**src/rtl/wb_pkg.sv**
```systemverilog
// Shared types for the register-file writeback arbiter: source codes, FSM states
// and the latched-winner payload.
package wb_pkg;

  localparam int unsigned SRC_W = 4;
  localparam int unsigned REG_W = 5;
  localparam int unsigned CNT_W = 3;

  typedef enum logic [SRC_W-1:0] {
    SRC_EXC   = 4'd0,
    SRC_MEM   = 4'd1,
    SRC_ALU   = 4'd2,
    SRC_HI    = 4'd3,
    SRC_LO    = 4'd4,
    SRC_SHIFT = 4'd5,
    SRC_HALF  = 4'd6,
    SRC_BYTE  = 4'd7,
    SRC_IMM   = 4'd8
  } src_e;

  typedef enum logic [1:0] {
    IDLE    = 2'd0,
    MEMWAIT = 2'd1,
    WRITE   = 2'd2
  } state_e;

  typedef struct packed {
    logic [SRC_W-1:0] src;
    logic [REG_W-1:0] dst;
  } wb_win_t;

  // Sources whose data arrives from memory and needs the latency window.
  function automatic logic is_load(logic [SRC_W-1:0] code);
    return (code == SRC_MEM) || (code == SRC_HALF) || (code == SRC_BYTE);
  endfunction

endpackage

```
**src/rtl/wb_pick.sv**
```systemverilog
// Combinational winner select: first set req bit at or after ptr, wrapping.
// A constant ptr of 0 degenerates to lowest-index fixed priority.
module wb_pick
  import wb_pkg::*;
#(
  parameter int unsigned NSRC = 9
) (
  input  logic [NSRC-1:0]  req,
  input  logic [SRC_W-1:0] ptr,
  output logic [SRC_W-1:0] win_c,
  output logic             valid_c
);

  localparam int unsigned IDX_W = $clog2(NSRC);

  logic [4:0]       sum;
  logic [IDX_W-1:0] idx;

  // Scan from the farthest offset down so the nearest requester wins last.
  always_comb begin
    win_c   = '0;
    valid_c = 1'b0;
    sum     = '0;
    idx     = '0;
    for (int k = int'(NSRC) - 1; k >= 0; k--) begin
      sum = 5'(ptr) + 5'(k);
      if (sum >= 5'(NSRC)) sum = sum - 5'(NSRC);
      idx = IDX_W'(sum);
      if (req[idx]) begin
        win_c   = SRC_W'(sum);
        valid_c = 1'b1;
      end
    end
  end

endmodule

```
**src/rtl/wb_port_arbiter.sv**
```systemverilog
// Register-file write-port arbiter: picks one of nine writeback sources, waits out
// memory latency for loads, then issues one registered write. WB_ROUND_ROBIN_EN selects round robin.
module wb_port_arbiter
  import wb_pkg::*;
#(
  parameter int unsigned NSRC    = 9,
  parameter int unsigned MEM_LAT = 1
) (
  input  logic                  clk,
  input  logic                  reset,
  input  logic [NSRC-1:0]       req,
  input  logic [NSRC*REG_W-1:0] dst_flat,
  output logic [NSRC-1:0]       gnt,
  output logic [SRC_W-1:0]      regdata_sel,
  output logic [REG_W-1:0]      reg_dst,
  output logic                  reg_write,
  output logic                  busy
);

  state_e           state_q, state_d;
  wb_win_t          win_q, win_d;
  logic [CNT_W-1:0] cnt_q, cnt_d;
  logic [NSRC-1:0]  gnt_q, gnt_d;
  logic [SRC_W-1:0] sel_q, sel_d;
  logic [REG_W-1:0] reg_dst_q, reg_dst_d;
  logic             we_q, we_d;
  logic             busy_q, busy_d;

  logic [SRC_W-1:0] ptr_c;
  logic [SRC_W-1:0] pick_win_c;
  logic             pick_valid_c;
  logic [REG_W-1:0] pick_dst_c;
  logic             wr_go_c;
  wb_win_t          wr_win_c;

`ifdef WB_ROUND_ROBIN_EN
  logic [SRC_W-1:0] ptr_q, ptr_d;
  assign ptr_c = ptr_q;
`else
  assign ptr_c = '0;
`endif

  wb_pick #(.NSRC(NSRC)) u_pick (
    .req     (req),
    .ptr     (ptr_c),
    .win_c   (pick_win_c),
    .valid_c (pick_valid_c)
  );

  always_comb begin
    pick_dst_c = '0;
    for (int i = 0; i < int'(NSRC); i++) begin
      if (pick_win_c == SRC_W'(i)) pick_dst_c = dst_flat[i*REG_W +: REG_W];
    end
  end

  // Next state; output registers are loaded on the transition into WRITE.
  always_comb begin
    state_d   = state_q;
    win_d     = win_q;
    cnt_d     = cnt_q;
    gnt_d     = '0;
    sel_d     = sel_q;
    reg_dst_d = reg_dst_q;
    we_d      = 1'b0;
    wr_go_c   = 1'b0;
    wr_win_c  = win_q;
`ifdef WB_ROUND_ROBIN_EN
    ptr_d     = ptr_q;
`endif

    unique case (state_q)
      IDLE: begin
        if (pick_valid_c) begin
          win_d = '{src: pick_win_c, dst: pick_dst_c};
          if (is_load(pick_win_c) && (MEM_LAT != 0)) begin
            state_d = MEMWAIT;
            cnt_d   = CNT_W'(MEM_LAT - 1);
          end else begin
            state_d  = WRITE;
            wr_go_c  = 1'b1;
            wr_win_c = win_d;
          end
        end
      end
      MEMWAIT: begin
        if (cnt_q != '0) begin
          cnt_d = cnt_q - CNT_W'(1);
        end else begin
          state_d = WRITE;
          wr_go_c = 1'b1;
        end
      end
      WRITE:   state_d = IDLE;
      default: state_d = IDLE;
    endcase

    if (wr_go_c) begin
      gnt_d     = NSRC'(1) << wr_win_c.src;
      sel_d     = wr_win_c.src;
      reg_dst_d = wr_win_c.dst;
      we_d      = (wr_win_c.dst != '0);
`ifdef WB_ROUND_ROBIN_EN
      ptr_d     = (wr_win_c.src == SRC_W'(NSRC - 1)) ? '0 : wr_win_c.src + SRC_W'(1);
`endif
    end

    busy_d = (state_d != IDLE);
  end

  always_ff @(posedge clk) begin
    if (!reset) begin
      state_q   <= IDLE;
      win_q     <= '0;
      cnt_q     <= '0;
      gnt_q     <= '0;
      sel_q     <= '0;
      reg_dst_q <= '0;
      we_q      <= 1'b0;
      busy_q    <= 1'b0;
`ifdef WB_ROUND_ROBIN_EN
      ptr_q     <= '0;
`endif
    end else begin
      state_q   <= state_d;
      win_q     <= win_d;
      cnt_q     <= cnt_d;
      gnt_q     <= gnt_d;
      sel_q     <= sel_d;
      reg_dst_q <= reg_dst_d;
      we_q      <= we_d;
      busy_q    <= busy_d;
`ifdef WB_ROUND_ROBIN_EN
      ptr_q     <= ptr_d;
`endif
    end
  end

  assign gnt         = gnt_q;
  assign regdata_sel = sel_q;
  assign reg_dst     = reg_dst_q;
  assign reg_write   = we_q;
  assign busy        = busy_q;

endmodule
```
**config.mk**
```make
export PLATFORM = sky130hd
export DESIGN_NAME = wb_port_arbiter
export DESIGN_NICKNAME = d
export VERILOG_FILES = /design/src/rtl/wb_pkg.sv /design/src/rtl/wb_pick.sv /design/src/rtl/wb_port_arbiter.sv
export SDC_FILE = /design/constraint.sdc
export NUM_CORES = 1
export LEC_CHECK = 0
export ABC_AREA = 1
export CELL_PAD_IN_SITES_DETAIL_PLACEMENT = 1
export CELL_PAD_IN_SITES_GLOBAL_PLACEMENT = 2
export CORE_UTILIZATION = 24
export CTS_CLUSTER_SIZE = 28
export DETAILED_ROUTE_END_ITERATION = 10
export PLACE_DENSITY = 0.82
export SLEW_MARGIN = 20
export SYNTH_ARGS = -nofsm -noshare
export SYNTH_HDL_FRONTEND = slang
export SYNTH_SLANG_ARGS = --single-unit
```
**constraint.sdc**
```tcl
create_clock -name clk -period 5.75 [get_ports clk]
set_input_delay 0.8625 -clock clk [delete_from_list [all_inputs] [get_ports clk]]
set_output_delay 0.8625 -clock clk [all_outputs]
set_load 0.01 [all_outputs]
```
* Word-level counts from Yosys, hierarchy flattened
Cells that the tools add are included.
** Operators by class
- Add/sub/neg operators :: 1
- $mul :: 0
- Div/mod/pow operators :: 0
- $lt $le $gt $ge :: 0
- Eq/ne operators :: 12
- Shift-type cells :: 1
- Multiplexer cells :: 42
- Bitwise gates (word level) :: 0
- Reductions and logical operators :: 11
** Operators with widths (number)
- $mux 5 :: 9
- $mux 4 :: 9
- $mux 9 :: 3
- $eq 4x3->1 const B :: 4
- $mux 1 :: 12
- $mux 3 :: 3
- $shl 1x4->9 const A :: 1
- $eq 4x2->1 const B :: 2
- $mux 2 :: 3
- $ne 2x2->1 const B :: 3
- $pmux 3 s2 :: 1
- $reduce_bool 5->1 :: 1
- $eq 4x1->1 const B :: 1
- $eq 4x4->1 const B :: 1
- $logic_not 4->1 :: 1
- $pmux 2 s2 :: 1
- $reduce_and 2->1 :: 2
- $reduce_and 4->1 :: 1
- $reduce_bool 2->1 :: 2
- $reduce_bool 3->1 :: 1
- $sub 3x1->3 const B :: 1
- $eq 2x1->1 const B :: 1
- $logic_not 2->1 :: 1
- $logic_or 1x1->1 :: 2
- $pmux 1 s2 :: 1
** Word-level totals
- Flip-flop bits (word level) :: 34
- Latch bits :: 0
- Bits in writable memories :: 0
- ROM bits :: 0
- Bits of input ports :: 56
- Output and inout port bits :: 20
- Logic and storage cells :: 76
- Memories :: 0

* Depth between registers and ports, before layout
Gate-level depths: netlist of the first run.
- Depth after elaboration :: 23
- Depth in mapped cells :: 21
- Gate-level depth less buffers :: 20

* By module
From an unflattened synthesis of the first run, not the netlist that was laid out.
** Second synthesis, totals
- Cell total of the unflattened synthesis :: 726
- Area total of the unflattened synthesis :: 4359.2 um2
** Modules (own cells, without submodules)
- wb_pick :: instances 1, cells an instance 456, area each 2519.9 um2, sequential area each 0.0 um2
- wb_port_arbiter :: instances 1, cells an instance 270, area each 1839.3 um2, sequential area each 680.7 um2

* Worst setup path after synthesis of the first run
No wires, ideal clock.
- Kind :: input to register
- Start :: input req[1]
- End :: register we_q (netlist: reg_write)
- Library setup time :: 0.112 ns
- Arrival :: 2.277 ns
- Data required time :: 5.638 ns
- Path slack :: 3.361 ns
- Stages :: 18
- Path buffers :: 0
- Cells stage by stage :: inv_2 > nand2_2 > nor3_4 > inv_4 > nor2_4 > nand2_2 > nor2_2 > inv_2 > nor2_1 > nor3_1 > nand2_1 > nand3_1 > nand2_1 > nand2_1 > nor2_1 > nand2_1 > nand2_1 > nand2_1
** On the way
- Word-level cells in the longest chain between the ends :: 16
- Elaborated cells on any way between the ends :: 32
- Classes of those cells :: eq/ne (8); mux (19); reduce/logical (5)
** Ends and longest elaborated chain
- start, declared :: RTL line wb_port_arbiter.sv:11 : input logic [NSRC-1:0] req,
- $mux 4 (2 in a row) :: RTL line wb_pick.sv:29 : if (req[idx]) begin
- $logic_not 4->1 :: RTL line wb_port_arbiter.sv:53 : if (pick_win_c == SRC_W'(i)) pick_dst_c = dst_flat[i*REG_W +: REG_W];
- $mux 5 (9 in a row) :: RTL line wb_port_arbiter.sv:53
- $mux 9 :: RTL line wb_port_arbiter.sv:76 : if (is_load(pick_win_c) && (MEM_LAT != 0)) begin
- $mux 9 :: RTL line wb_port_arbiter.sv:74 : if (pick_valid_c) begin
- $mux 9 :: RTL line wb_port_arbiter.sv:72 : unique case (state_q)
- $reduce_bool 5->1 :: RTL line wb_port_arbiter.sv:102 : we_d = (wr_win_c.dst != '0);
- end signal, assigned :: RTL line wb_port_arbiter.sv:131 : we_q <= we_d;
- end, declared :: RTL line wb_port_arbiter.sv:26 : logic we_q, we_d;
Several ways; a longest one is shown, not always the timed one.
A chain may end at the register's enable or synchronous reset.

* Worst setup path in the final report of the first run
- Start :: input req[7]
- End :: register we_q (netlist: reg_write)
** On the way
- Word-level cells in the longest chain between the ends :: 22
- Elaborated cells on any way between the ends :: 44
- Classes of those cells :: eq/ne (8); mux (31); reduce/logical (5)
** Ends and longest elaborated chain (RTL line)
- $mux 4 (8 in a row) :: wb_pick.sv:29
- $logic_not 4->1 :: wb_port_arbiter.sv:53
- $mux 5 (9 in a row) :: wb_port_arbiter.sv:53
- $mux 9 :: wb_port_arbiter.sv:76
- $mux 9 :: wb_port_arbiter.sv:74
- $mux 9 :: wb_port_arbiter.sv:72
- $reduce_bool 5->1 :: wb_port_arbiter.sv:102
Several ways; a longest one is shown, not always the timed one.

==> results.yml, run 1 <==
status:
  status: "completed"
finish:
  fin_nets: 423
  drive_gt1_frac: 0.109
  syn2layout_area_growth_pct: 51.9
  diodes: 0
cts:
  clock_sinks: 34
  ctsRootBufferMaster: "clkbuf_8"
  hold_buffers: 0
  cts_resized: 0
  numCtsBuffers: 5
  htreeDepth: 2
  cts_setup_buffers: 0
  cts.clk_slew.worst_paths_ps: 70
  cts_tree: "done"
  clock_latency_ps: 290
  ctsLongestPathBuffers: 2
floorplan:
  start_util: 0.249
  die_h_um: 91.6
  core_um2: 7730
  die_w_um: 91.6
  boundaryPins: 76
  die_area_um2: 8390
  rows: 32
synthesis:
  synth_most_common_cell: "nand2_1"
  synth-simple-area-share: 0.409
  synthTopCellsByArea: "dfxtp_1, nand2_1, inv_1"
  syn_avg_cell_area_um2: 6.71
  synthesis.area_um2: 1930
  synth.distinct_cells: 35
  synth_mux_area_frac: 0
  synth_top_family_by_area: "simple AND/OR/NAND/NOR gates"
  ys_warn_count: 0
  async_reset_ff_frac: 0
  synth_top_area_cell: "dfxtp_1"
  synth.top_cell.area_share: 0.353
  yosysSeqAreaShare: 0.353
  synth_compound_area_frac: 0.113
  synthXorXnorAreaFrac: 0.00455
  synthAdderAreaFrac: 0.0130
  ys.flop_type: "dfxtp_1"
  synth_edf_count: 0
  syn_inst: 287
  ys_top_cells_by_count: "nand2_1, inv_1, dfxtp_1"
  synth-seq-cells: 34
  syn-num-nets: 345
global_routing:
  grt.total_usage: 0.161
  grt_pass1_vias: 2190
  grt_pass1_wl_um: 10600
  grt_max_degree: 18
  grt_overflow: 0
  antenna_found_initial: 0
job:
  maxCapViolCount: 0
timing:
  max_freq_ghz: 0.298
  min_period_over_period: 0.584
  slew_violations: 0
  setup-tns-final_ps: 0
  rsz0062_at_grt: "false"
  hold_violations: 0
  min_period_ps: 3360
  worstMarginPinSlew_ps: 1010
  slew_headroom: 0.328
  clock_skew_ps: 8.16
  finalSetupViolations: 0
worst_setup_path:
  critPathKind: "input port to register"
  crit_path_start_kind: "input port"
  worst_setup_path_end_kind: "register"
  cp.required_ps: 5940
  arrival_ps: 3540
  crit_path_max_fanout: 13
  worstRegToRegCells: 13
detailed_routing:
  wl_um: 6210
  via_count: 2076
  drtIter0Drc: 51
  wl_per_cell_um: 13.3
  ant_nets: 0
  dr.pass1.iters: 4
  viasPerCell: 4.44
  drt_drc_violations_left: 0
placed_design:
  gp_congestion: 0.786
  portBuffers: 75
  dp_hpwl_um: 5060
worst_hold_path:
  hp-class: "register to register"
  hold_depth: 2
pwr:
  p_leak_nw: 1.27
  power_density_nw_per_um2: 249
  power.total_uw: 727
  ir_worst_vdd_mv: 0.105
worst paths after layout:
| check | from | end | slack, ps |
|---|---|---|---|
| worst max-delay path | req[7] | reg_write$_SDFF_PN0_ | 2390 |
| worst min-delay path | regdata_sel[3]$_SDFFE_PN0P_ | regdata_sel[3]$_SDFFE_PN0P_ | 450 |
| worst max register to register | state_q[1]$_SDFF_PN0_ | gnt[7]$_SDFF_PP0_ | 3470 |
| worst min register to register | regdata_sel[3]$_SDFFE_PN0P_ | regdata_sel[3]$_SDFFE_PN0P_ | 450 |
power breakdown:
| group | internal (mW) | switching, mW | leakage, nW |
|---|---|---|---|
| registers | 0.257 | 0.00954 | 0.278 |
| clock network | 0.174 | 0.0942 | 0.0683 |
| logic | 0.0897 | 0.103 | 0.919 |
registers in the layout (all words and copies together), names as in the netlist:
signal / count
regdata_sel: 4
reg_write: 1
win_q: 9
reg_dst: 5
busy: 1
gnt: 9
state_q: 2
cnt_q: 3
cell usage in the layout, fill, tap and decap left out, types with 2 or more instances in the layout:
| cell | Yosys | routed |
|---|---|---|
| nand2_1 | 72 | 72 |
| nor2_1 | 27 | 27 |
| bufinv_16 | 0 | 2 |
| ha_1 | 2 | 2 |
| nand2_2 | 5 | 5 |
| o21ai_1 | 6 | 6 |
| inv_1 | 37 | 37 |
| clkdlybuf4s50_1 | 0 | 75 |
| o21ai_0 | 7 | 7 |
| inv_2 | 7 | 7 |
| inv_4 | 3 | 3 |
| a21oi_2 | 2 | 2 |
| nor2_2 | 3 | 3 |
| or2_2 | 4 | 4 |
| a21oi_1 | 11 | 11 |
| nor2_8 | 2 | 2 |
| dfxtp_1 | 34 | 34 |
| nor3_1 | 5 | 5 |
| a211oi_1 | 2 | 2 |
| clkbuf_8 | 0 | 5 |
| nand3_1 | 23 | 23 |
| nand4_1 | 14 | 14 |
| o211ai_1 | 3 | 3 |
| nor2_4 | 2 | 2 |
per-layer routing:
layer	wire, um	up-vias	track usage
met5	0	-	0
met3	217	8	0.0310
met1	3120	941	0.219
met4	79	0	0.0529
met2	2790	43	0.253
li1	-	1084	-
per-stage QoR:
step	hold slack (ps)	worst slack (ps)	util	instances	area (um^2)
2_1_floorplan	441	3360	-	287	1930
3_3_place_gp	449	2160	0.361	460	2790
3_5_place_dp	446	2070	0.361	460	2790
4_1_cts	460	2380	0.378	468	2920
5_1_grt	485	2000	0.378	468	2920
6_report	455	2390	0.378	468	2920
critical path: stages:
cell	delay, ps
clkdlybuf4s50_1	500
nand2_1	60
nand2_1	50
nand2_1	40
nand2_1	50
nand2_1	60
a21oi_1	770
nand3_2	170
nand2_2	180
nor2_8	70
or2_2	270
nand2_1	100
nand2_1	70
nor2_1	90
nand2_1	60
nand2_1	70
nand2_1	50
logic make-up (layout without fill, tap and decap cells):
logic type / count (synthesis) / in the layout
xor+xnor: 1 / 1
buf+inv: 52 / 131
compound gates: 36 / 36
fa+ha+maj: 2 / 2
simple gates: 162 / 162
flops: 34 / 34
layout make-up:
class	instances	area (um^2)
Timing Repair Buffer	75	751
Tap cell	102	128
Multi-Input combinational cell	201	1040
Clock buffer	5	68.8
Fill cell	968	4800
Sequential cell	34	681
Clock inverter	3	68.8
Inverter	48	188
Power figures use the tool's default switching activity.
==> inputs of run 2 (changes only) <==
--- a/config.mk
+++ b/config.mk
@@ -8,10 +8,10 @@
 export ABC_AREA = 1
 export CELL_PAD_IN_SITES_DETAIL_PLACEMENT = 1
 export CELL_PAD_IN_SITES_GLOBAL_PLACEMENT = 2
-export CORE_UTILIZATION = 24
+export CORE_UTILIZATION = 22
 export CTS_CLUSTER_SIZE = 28
 export DETAILED_ROUTE_END_ITERATION = 10
-export PLACE_DENSITY = 0.82
+export PLACE_DENSITY = 0.76
 export SLEW_MARGIN = 20
 export SYNTH_ARGS = -nofsm -noshare
 export SYNTH_HDL_FRONTEND = slang
==> constraint.sdc (replaced) <==
create_clock -name clk -period 3.41 [get_ports clk]
set_input_delay 0.5115 -clock clk [delete_from_list [all_inputs] [get_ports clk]]
set_output_delay 0.5115 -clock clk [all_outputs]
set_load 0.01 [all_outputs]
==> results.yml, run 2 (same netlist as run 1, synthesis figures left out) <==
worst_setup_path:
  crit_path_max_incr_delay_ps: 490
  crit_path_max_fanout: 13
  worstRegToRegCells: 13
  path_cells: "clkdlybuf4s50_1, inv_2, nand2_2, nor3_4, inv_4, nor2_2, a21oi_2, inv_2, nor2_8, inv_4, nand2_2, inv_2, nor2_8, inv_4, nor2_4, nand2_1, nor2_1"
  rr_startpoint: "state_q[1]$_SDFF_PN0_"
  crit_path_start_kind: "input port"
  ff2ff_setup_slack_ps: 1060
  worst-path-buf-inv: 7
  crit_start: "req[0]"
  critPathKind: "input port to register"
  crit_family: "buffers and inverters"
  timing.rr.end: "gnt[7]$_SDFF_PP0_"
  arrival_ps: 3010
  slowest_stage: "clkdlybuf4s50_1"
  cp.required_ps: 3620
  worst_setup_path_end_kind: "register"
finish:
  diodes: 0
  fin_nets: 426
  fin_area_um2: 2900
  final_common_cell: "clkdlybuf4s50_1"
  utilization: 0.348
  drive_gt1_frac: 0.114
  syn2layout_area_growth_pct: 50.8
  final_cell_mix: "clkdlybuf4s50_1, nand2_1, inv_1, dfxtp_1, nor2_1"
cts:
  ctsRootBufferMaster: "clkbuf_8"
  ctsLongestPathBuffers: 2
  clock_latency_ps: 280
  htreeDepth: 2
  clock_sinks: 34
  cts_tree: "done"
  hold_buffers: 0
  cts_setup_buffers: 0
  cts.clk_slew.worst_paths_ps: 70
  cts_resized: 0
  numCtsBuffers: 5
timing:
  worstMarginPinSlew_ps: 557
  clock_skew_ps: 4.48
  setup-tns-final_ps: 0
  worst_slack_ps: 615
  rsz0062_at_grt: "false"
  slew_headroom: 0.629
  slew_violations: 0
  min_period_over_period: 0.820
  min_period_ps: 2790
  whs_ps: 466
  max_freq_ghz: 0.358
  hold_violations: 0
  finalSetupViolations: 0
floorplan:
  start_util: 0.231
  core_um2: 8340
  rows: 33
  die_h_um: 95.6
  die_area_um2: 9130
  die_w_um: 95.6
  boundaryPins: 76
global_routing:
  grt_overflow: 0
  grt_pass1_wl_um: 10400
  grt.total_usage: 0.147
  antenna_found_initial: 0
  grt_max_degree: 18
  grt_pass1_vias: 2192
pwr:
  p_leak_nw: 1.26
  power_density_nw_per_um2: 373
  ir_worst_vdd_mv: 0.131
status:
  status: "completed"
placed_design:
  gp_congestion: 0.766
  dpl-instance-area_um2: 2810
  portBuffers: 75
  post-place-ws_ps: 295
  dp_hpwl_um: 5050
detailed_routing:
  dr.pass1.iters: 4
  ant_nets: 0
  viasPerCell: 4.33
  via_count: 2054
  drt_drc_violations_left: 0
  drtIter0Drc: 82
  wl_um: 6150
  wl_per_cell_um: 13.0
worst_hold_path:
  hp-class: "register to register"
  hold_depth: 2
  hp-start: "reg_dst[3]$_SDFFE_PN0P_"
  whs_endpoint: "reg_dst[3]$_SDFFE_PN0P_"
job:
  maxCapViolCount: 0
-- run 2: changes by cell type in the layout (fill, tap and decap cells not counted), sizes merged --
cell	delta
buf	+3
bufinv	-2
clkbuf	+2
-- run 2: worst max path at each step --
| stage | endpoint | slack, ps | cells after the start |
|---|---|---|---|
| 2_1_floorplan | reg_write$_SDFF_PN0_ | 1370 | 18 |
| 3_3_place_gp | gnt[5]$_SDFF_PP0_ | 410 | 14 |
| 3_5_place_dp | gnt[7]$_SDFF_PP0_ | 290 | 17 |
| 4_1_cts | gnt[7]$_SDFF_PP0_ | 590 | 17 |
| 5_1_grt | gnt[7]$_SDFF_PP0_ | 320 | 17 |
| 6_report | gnt[7]$_SDFF_PP0_ | 620 | 17 |
-- run 2: final cells by class --
class | instances | area [um^2]
fillers | 1061 | 5440
multi-input cells | 201 | 1040
clock buffers | 7 | 86.3
inverters | 48 | 188
flip-flops and latches | 34 | 681
clock inverters | 1 | 5.00
well taps | 105 | 131
repair buffers | 78 | 773
-- run 2: power breakdown --
group	internal (mW)	leakage, nW	total [mW]	switching (mW)
Clock	0.163	0.0482	0.306	0.143
Sequential	0.433	0.278	0.449	0.0159
Combinational	0.154	0.933	0.328	0.174
-- run 2: metal layers --
layer / vias up / track usage / part of all wire
met5: - / 0 / 0
met4: 0 / 0.0361 / 0.0094
met3: 6 / 0.0223 / 0.023
met2: 32 / 0.239 / 0.46
met1: 935 / 0.202 / 0.50
li1: 1081 / - / -
-- run 2: per-stage QoR --
step	instances	power, mW
global route	474	1.16
global placement	466	0.786
detailed placement	466	0.789
CTS	474	1.10
finish	474	1.08
floorplan	287	0.631
-- run 2: tightest hold or removal path: stages (launching register included) --
cell,delay (ps)
dfxtp_1,320
nand2_1,60
nand2_1,40
